File: src/rtl/muldiv_alu.sv
// muldiv_alu: single-cycle ALU plus iterative shift-add multiplier and optional restoring divider (MULDIV_ALU_DIV_EN)
module muldiv_alu #(
  parameter int WIDTH    = 32,
  parameter int SH_WIDTH = 5
) (
  input  logic             clk,
  input  logic             rst,
  input  logic [WIDTH-1:0] SrcA,
  input  logic [WIDTH-1:0] SrcB,
  input  logic [3:0]       ALUctrl,
  input  logic             start,
  output logic             ready,
  output logic             done,
  output logic [WIDTH-1:0] ALUResult,
  output logic             EQ,
  output logic             LT,
  output logic             LTU
);
  typedef enum logic [1:0] {IDLE, BUSY, DONE} state_t;
  state_t                 state_q, state_d;
  logic [3:0]             op_q;
  logic [WIDTH-1:0]       opnd_q;
  logic [2*WIDTH-1:0]     acc_q;
  logic [SH_WIDTH-1:0]    cnt_q;
  logic [WIDTH-1:0]       res_q;
  logic [WIDTH-1:0]       alu_r;
  logic [SH_WIDTH-1:0]    shamt;
  logic                   is_mul_in, is_div_in, iter_req, last;
  logic [WIDTH:0]         mul_sum;
  logic [2*WIDTH-1:0]     mul_nx, step_nx;
  logic [WIDTH-1:0]       iter_res;
  assign EQ        = SrcA == SrcB;
  assign LT        = $signed(SrcA) < $signed(SrcB);
  assign LTU       = SrcA < SrcB;
  assign ALUResult = res_q;
  assign shamt     = SrcB[SH_WIDTH-1:0];
  assign is_mul_in = ALUctrl[3:1] == 3'b101;
`ifdef MULDIV_ALU_DIV_EN
  assign is_div_in = ALUctrl[3:1] == 3'b110;
`else
  assign is_div_in = 1'b0;
`endif
  assign iter_req  = is_mul_in | is_div_in;
  assign last      = cnt_q == SH_WIDTH'(WIDTH - 1);
  // single-cycle result from the live operands, registered on acceptance
  always_comb begin
    alu_r = '0;
    case (ALUctrl)
      4'b0000: alu_r = SrcA + SrcB;
      4'b0001: alu_r = SrcA - SrcB;
      4'b0010: alu_r = SrcA & SrcB;
      4'b0011: alu_r = SrcA | SrcB;
      4'b0100: alu_r = SrcA ^ SrcB;
      4'b0101: alu_r = SrcA << shamt;
      4'b0110: alu_r = SrcA >> shamt;
      4'b0111: alu_r = $signed(SrcA) >>> shamt;
      4'b1000: alu_r = {{(WIDTH-1){1'b0}}, LT};
      4'b1001: alu_r = {{(WIDTH-1){1'b0}}, LTU};
      default: alu_r = '0;
    endcase
  end
  // one iteration step: acc_q holds {hi, lo}; hi is partial product / remainder, lo is multiplier / quotient
  always_comb begin
    mul_sum = {1'b0, acc_q[2*WIDTH-1:WIDTH]} + (acc_q[0] ? {1'b0, opnd_q} : '0);
    mul_nx  = {mul_sum, acc_q[WIDTH-1:1]};
`ifdef MULDIV_ALU_DIV_EN
    begin
      logic [WIDTH:0] div_sh, div_diff;
      logic           div_ge;
      div_sh   = {acc_q[2*WIDTH-1:WIDTH], acc_q[WIDTH-1]};
      div_diff = div_sh - {1'b0, opnd_q};
      div_ge   = div_sh >= {1'b0, opnd_q};
      step_nx  = op_q[3:2] == 2'b11 ? {div_ge ? div_diff[WIDTH-1:0] : div_sh[WIDTH-1:0], acc_q[WIDTH-2:0], div_ge} : mul_nx;
    end
`else
    step_nx  = mul_nx;
`endif
    iter_res = op_q[0] ? step_nx[2*WIDTH-1:WIDTH] : step_nx[WIDTH-1:0];
  end
  // state register
  always_ff @(posedge clk) begin
    if (rst) state_q <= IDLE;
    else     state_q <= state_d;
  end
  // next-state logic
  always_comb begin
    state_d = state_q;
    case (state_q)
      IDLE:    state_d = start ? (iter_req ? BUSY : DONE) : IDLE;
      BUSY:    state_d = last ? DONE : BUSY;
      default: state_d = IDLE;
    endcase
  end
  // handshake outputs decoded from state
  always_comb begin
    ready = state_q == IDLE;
    done  = state_q == DONE;
  end
  // datapath: capture on acceptance, iterate in BUSY, load result when finishing
  always_ff @(posedge clk) begin
    if (rst) begin
      op_q   <= '0;
      opnd_q <= '0;
      acc_q  <= '0;
      cnt_q  <= '0;
      res_q  <= '0;
    end else if (state_q == IDLE && start) begin
      op_q   <= ALUctrl;
      opnd_q <= is_div_in ? SrcB : SrcA;
      acc_q  <= {{WIDTH{1'b0}}, is_div_in ? SrcA : SrcB};
      cnt_q  <= '0;
      if (!iter_req) res_q <= alu_r;
    end else if (state_q == BUSY) begin
      acc_q <= step_nx;
      cnt_q <= cnt_q + 1'b1;
      if (last) res_q <= iter_res;
    end
  end
endmodule

File: config.mk
export PLATFORM = sky130hd
export DESIGN_NAME = muldiv_alu
export DESIGN_NICKNAME = d
export VERILOG_FILES = /design/src/rtl/muldiv_alu.sv
export SDC_FILE = /design/constraint.sdc
export NUM_CORES = 1
export LEC_CHECK = 0
export ABC_AREA = 0
export CAP_MARGIN = 25
export CORE_MARGIN = 5
export CORE_UTILIZATION = 50
export DETAILED_ROUTE_END_ITERATION = 8
export PLACE_DENSITY = 0.69
export SETUP_SLACK_MARGIN = 0.5
export SYNTH_ARGS = -nofsm -noshare
export SYNTH_HDL_FRONTEND = slang
export SYNTH_SLANG_ARGS = --single-unit
File: constraint.sdc
create_clock -name clk -period 4.4 [get_ports clk]
set_clock_uncertainty 0.2 [all_clocks]
set_input_delay 0.44 -clock clk [delete_from_list [all_inputs] [get_ports clk]]
set_output_delay 0.44 -clock clk [all_outputs]
set_load 0.02 [all_outputs]
Yosys cells after proc, flatten, opt, wreduce, memory -nomap -nowiden. Cells that the tools add are included.

Output and inout port bits: 37. Word-level logic and storage cells: 54. Flip-flop bits (word level): 136.

Bitwise operators: 3. Equal/unequal tests: 15. $add $sub $neg: 4. Shifts and indexed selects: 3. Muxes and demuxes: 13. Order comparisons: 2. Reduce and logical (&&, ||, !) cells: 7.

Operators with widths (count): one-hot mux 32 bit (10 select lines) (1); 2-to-1 mux 32 bit (8); less-than comparator 32 bit (2); adder 32 x 32 -> 33 bit (1); adder 32 bit (1); bitwise AND 32 bit (1); equality test 32 bit (1); bitwise OR 32 bit (1); left shift 32 x 5 -> 32 bit (1); right shift 32 x 5 -> 32 bit (1); >>> shifter 32 x 5 -> 32 bit (1); subtractor 32 bit (1); XOR 32 bit (1); equality test 4 x 3 -> 1 bit (second input constant) (4); equality test 4 x 2 -> 1 bit (second input constant) (2); equality test 4 bit (second input constant) (2); 2-to-1 mux 2 bit (3); adder 5 x 1 -> 5 bit (second input constant) (1); equality test 5 bit (second input constant) (1); equality test 4 x 1 -> 1 bit (second input constant) (1); zero test 4 bit (1); one-hot mux 2 bit (2 select lines) (1); nonzero test 2 bit (2); equality test 3 bit (second input constant) (1); other kinds (7) (7).

Logic depth before layout (Yosys ltp). Gate-level depths: netlist of the first run.

Depth after elaboration: 6. Depth in mapped cells: 16. Depth with buffers taken out: 14.

Worst setup path after synthesis of the first run. OpenSTA, ideal clock, no wires.

Path type: input to output. From: in SrcB[2]. To: out LT. Cell stages on the path: 16. Setup slack: -7 ps. Data required time: 3760 ps. Arrival: 3767 ps. Cell sequence: clkbuf_1 -> inv_2 -> buf_1 -> clkbuf_1 -> ha_1 -> buf_4 -> nor3_1 -> o31ai_2 -> a21oi_1 -> a211oi_2 -> a31oi_1 -> a31oi_4 -> o31a_1 -> o21bai_1 -> nor3_1 -> a21o_1.

Cells in the longest elaborated chain, start to end: 1.

Ends and longest elaborated chain: from (decl) (RTL line 9) `input logic [WIDTH-1:0] SrcB,`; less-than comparator 32 bit (RTL line 33) `assign LT = $signed(SrcA) < $signed(SrcB);`; to (decl) (RTL line 16) `output logic LT,`.

No other way between the ends.

Final worst setup path of the first run.
From: in SrcB[20]. To: out LT.

The elaborated chain is that of the path after synthesis.

==> flow_metrics.env, run 1 <==
export IMPL_layout_drive_gt1_share_pct=16.7
export IMPL_stdcell_area_sq_um=19500
export IMPL_p_per_area_nw_per_um2=242
export IMPL_pwr_share_seq_pct=28.5
export IMPL_p_leak_uw=0.00814
export IMPL_cts_root_buf="clkbuf_16"
export IMPL_post_route_period_util_pct=87.2
export IMPL_dr_pass1_iters=6
export IMPL_dpl_instance_area_sq_um=18600
export IMPL_slowest_stage="clkdlybuf4s50_1"
export IMPL_path_clk_slew_ns=0.06
export IMPL_start_util_pct=50.6
export IMPL_cp_max_fo=3
export IMPL_worst_endpoint_arrival_ns=3.20
export IMPL_worstPathCellList="clkdlybuf4s50_1 -> inv_1 -> ha_1 -> or3_1 -> nor3_4 -> nand2_1 -> nand3_1 -> a31oi_4 -> o31a_1 -> o21bai_1 -> buf_4 -> nor3_2 -> a21o_1 -> buf_4"
export IMPL_synth_edf_count=0
export IMPL_antenna_found_initial=0
export IMPL_die_area_sq_um=35500
export IMPL_clock_latency_ns=0.44
export IMPL_vdd_drop_max_uv=306
export IMPL_routedWlPerCell_um=26.1
export IMPL_synth_simple_area_share_pct=20.2
export IMPL_maxCapViolCount=0
export IMPL_core_area_sq_um=31500
export IMPL_die_w_um=188
export IMPL_dpl_cell_count=2807
export IMPL_clockPowerShare_pct=30.7
export IMPL_setup_tns_final_ns=0
export IMPL_areaGrowthSynthToFinish_pct=22.4
export IMPL_synth_distinct_cells=91
export IMPL_grtUsageTotal_pct=40.2
export IMPL_drt_iter0_drc=2542
export IMPL_hp_class="in -> reg"
export IMPL_synth_main_ff_cell="dfxtp_1"
export IMPL_setup_viol=0
export IMPL_num_vias=19059
export IMPL_synthMuxAreaShare_pct=11.3
export IMPL_cp_start_kind="input pin"
export IMPL_grt_pass1_vias=17987
export IMPL_gr_total_overflow=0
export IMPL_fin_cells=2845
export IMPL_worst_slack_ns=0.564
export IMPL_tightest_slew_ns=0.910
export IMPL_yosysWarnings=0
export IMPL_async_flop_share_pct=0
export IMPL_crit_type="in -> out"
export IMPL_hold_violations=0
export IMPL_crit_family="buffers and inverters"
export IMPL_synth_seq_area_share_pct=17.1
export IMPL_avgViaCountPerCell=6.70
export IMPL_rows=65
export IMPL_grt_max_degree=85
export IMPL_slew_viol_final=0
export IMPL_synth_xor_area_share_pct=2.48
export IMPL_rsz0062_at_grt="yes"
export IMPL_htree_levels=4
export IMPL_synth_seq_cells=136
export IMPL_clk_path_buf_depth=2
export IMPL_syn_avg_cell_area_sq_um=7.12
export IMPL_io_buffers=107
export IMPL_power_switching_uw=1860
export IMPL_grt_pass1_wl_um=111000
export IMPL_relSlewSlack_pct=37.8
export IMPL_routed_wl_um=74300
export IMPL_cts_sinks=136
export IMPL_synth_compound_area_share_pct=31.2
export IMPL_required_ns=3.76
export IMPL_postSynthNetCount=2443
export IMPL_synth_adder_area_share_pct=10.8
export IMPL_internal_power_uw=2870
export IMPL_io_pin_count=108
export IMPL_synth_top_family_by_area="compound AO/OA/AOI/OAI gates"
export IMPL_fill_cells=2962
export IMPL_gp_congestion=1.06
export IMPL_status="finished clean"
export IMPL_diodes=0
export IMPL_cp_common_cell="buf_4"
export IMPL_netlist_area_sq_um=15900
export IMPL_dp_hpwl_um=57400
export IMPL_die_y_um=188
export IMPL_syn_instance_count=2236
export IMPL_cts_made_buffers=17
export IMPL_final_antenna_net_count=0
export IMPL_hold_slack_ns=0.184
export IMPL_worst_setup_path_end_kind="output port"
export IMPL_post_place_ws_ns=-0.303
export IMPL_post_route_min_period_ns=3.84
export IMPL_max_stage_delay_ns=0.59
export IMPL_path_buf_inv=4
export IMPL_holdBufCountCts=0
export IMPL_cts_tree="yes"
export IMPL_drc=0
export IMPL_power_share_combinational_pct=40.8
export IMPL_clock_fmax_mhz=261
export IMPL_swShare_pct=39.3
export IMPL_nNetsFinal=2637
==> layer usage <==
layer  routed length, um  track usage [%]
met5                   0                0
met4                5530             23.2
met3                6940             7.10
met2               32700             63.3
met1               29100             52.0
==> sequential cells by signal (all words and copies together) (netlist names) <==
signal	flops
op_q	1
acc_q	64
state_q	2
cnt_q	5
opnd_q	32
ALUResult	32
==> stage by stage <==
stage / total power, uW / util (%)
after floorplan: 2390 / -
after global placement: 3180 / 59.0
after detailed placement: 3190 / 59.0
after CTS: 4640 / 61.2
after global routing: 4900 / 61.9
final: 4720 / 61.9
==> power groups by stage <==
stage	registers, uW	clock network [uW]	logic, uW
5_1_grt	1350	1520	2030
2_1_floorplan	1380	0	1010
3_5_place_dp	1370	0	1810
6_report	1350	1450	1930
4_1_cts	1350	1460	1840
3_3_place_gp	1370	0	1810
==> cell families (layout without fill, tap and decap cells) <==
family | count (synthesis) | after routing
flops | 136 | 136
buf+inv | 278 | 485
fa+ha+maj | 136 | 136
compound gates | 775 | 775
xor+xnor | 45 | 45
simple gates | 723 | 723
mux | 143 | 143
==> final cells by class <==
| class | count | area [sq um] | area share, % |
|---|---|---|---|
| multi-input combinational | 1822 | 12400 | 63.7 |
| timing repair buffer | 341 | 2860 | 14.6 |
| sequential | 136 | 2730 | 14.0 |
| tap | 402 | 503 | 2.58 |
| clock buffer | 17 | 425 | 2.18 |
| inverter | 112 | 420 | 2.16 |
| clock inverter | 15 | 154 | 0.789 |
==> worst paths after layout <==
check,endpoint,slack [ns],from,cells after the start
setup / recovery,LT,0.56,SrcB[20],14
hold / removal,state_q[1]$_SDFF_PP0_,0.18,rst,2
setup reg to reg,ALUResult[29]$_SDFFE_PP0P_,0.58,acc_q[0]$_SDFFE_PP0P_,14
hold reg to reg,opnd_q[9]$_SDFFE_PP0P_,0.25,opnd_q[9]$_SDFFE_PP0P_,2
==> synth_stat cells, types with 19 or more instances <==
| library cell | number | share of area [%] |
|---|---|---|
| o21ai_0 | 108 | 3.4 |
| inv_1 | 104 | 2.5 |
| nand2_1 | 314 | 7.4 |
| dfxtp_1 | 136 | 17 |
| nand3_1 | 39 | 1.2 |
| mux4_2 | 27 | 3.8 |
| mux2_2 | 19 | 1.3 |
| xnor2_1 | 31 | 1.7 |
| a21o_1 | 19 | 0.90 |
| a22oi_1 | 42 | 2.0 |
| a31oi_1 | 27 | 1.1 |
| mux2i_1 | 90 | 5.7 |
| clkbuf_1 | 116 | 2.7 |
| nor2_1 | 192 | 4.5 |
| ha_1 | 133 | 10 |
| o21ai_1 | 24 | 0.75 |
| a211oi_1 | 39 | 1.8 |
| buf_2 | 25 | 0.79 |
| and2_1 | 40 | 1.6 |
| nor3_1 | 36 | 1.1 |
| o211ai_1 | 38 | 1.8 |
| a21oi_1 | 292 | 9.2 |
| buf_1 | 21 | 0.50 |
==> placed cells by master, fill, tap and decap left out, types with 17 or more instances in the layout <==
master           instances
a211oi_1                38
a21o_1                  19
a21oi_1                285
a22oi_1                 42
a31oi_1                 24
and2_1                  39
buf_4                  235
clkbuf_16               17
clkdlybuf4s50_1         79
dfxtp_1                134
ha_1                   124
inv_1                   92
inv_2                   19
mux2_2                  19
mux2i_1                 90
mux4_2                  27
nand2_1                314
nand3_1                 39
nor2_1                 190
nor3_1                  33
o211ai_1                38
o21ai_0                107
o21ai_1                 23
xnor2_1                 30
==> what timing repair did <==
item | in CTS | in global routing
endpoints found under the setup margin | 8 | 17
pin swaps | 9 | 12
buffers inserted | 4 | 2
gates cloned | 0 | 0
hold endpoints to repair | 0 | 0
resized for setup | 39 | 55
(Power assumes the default switching activity.)
==> run 2, diff against run 1 <==
Settings changed: CTS_CLUSTER_SIZE from default to 14.
==> results of run 2 <==
No change in the layout: final DEF, timing and power equal those of run 1.
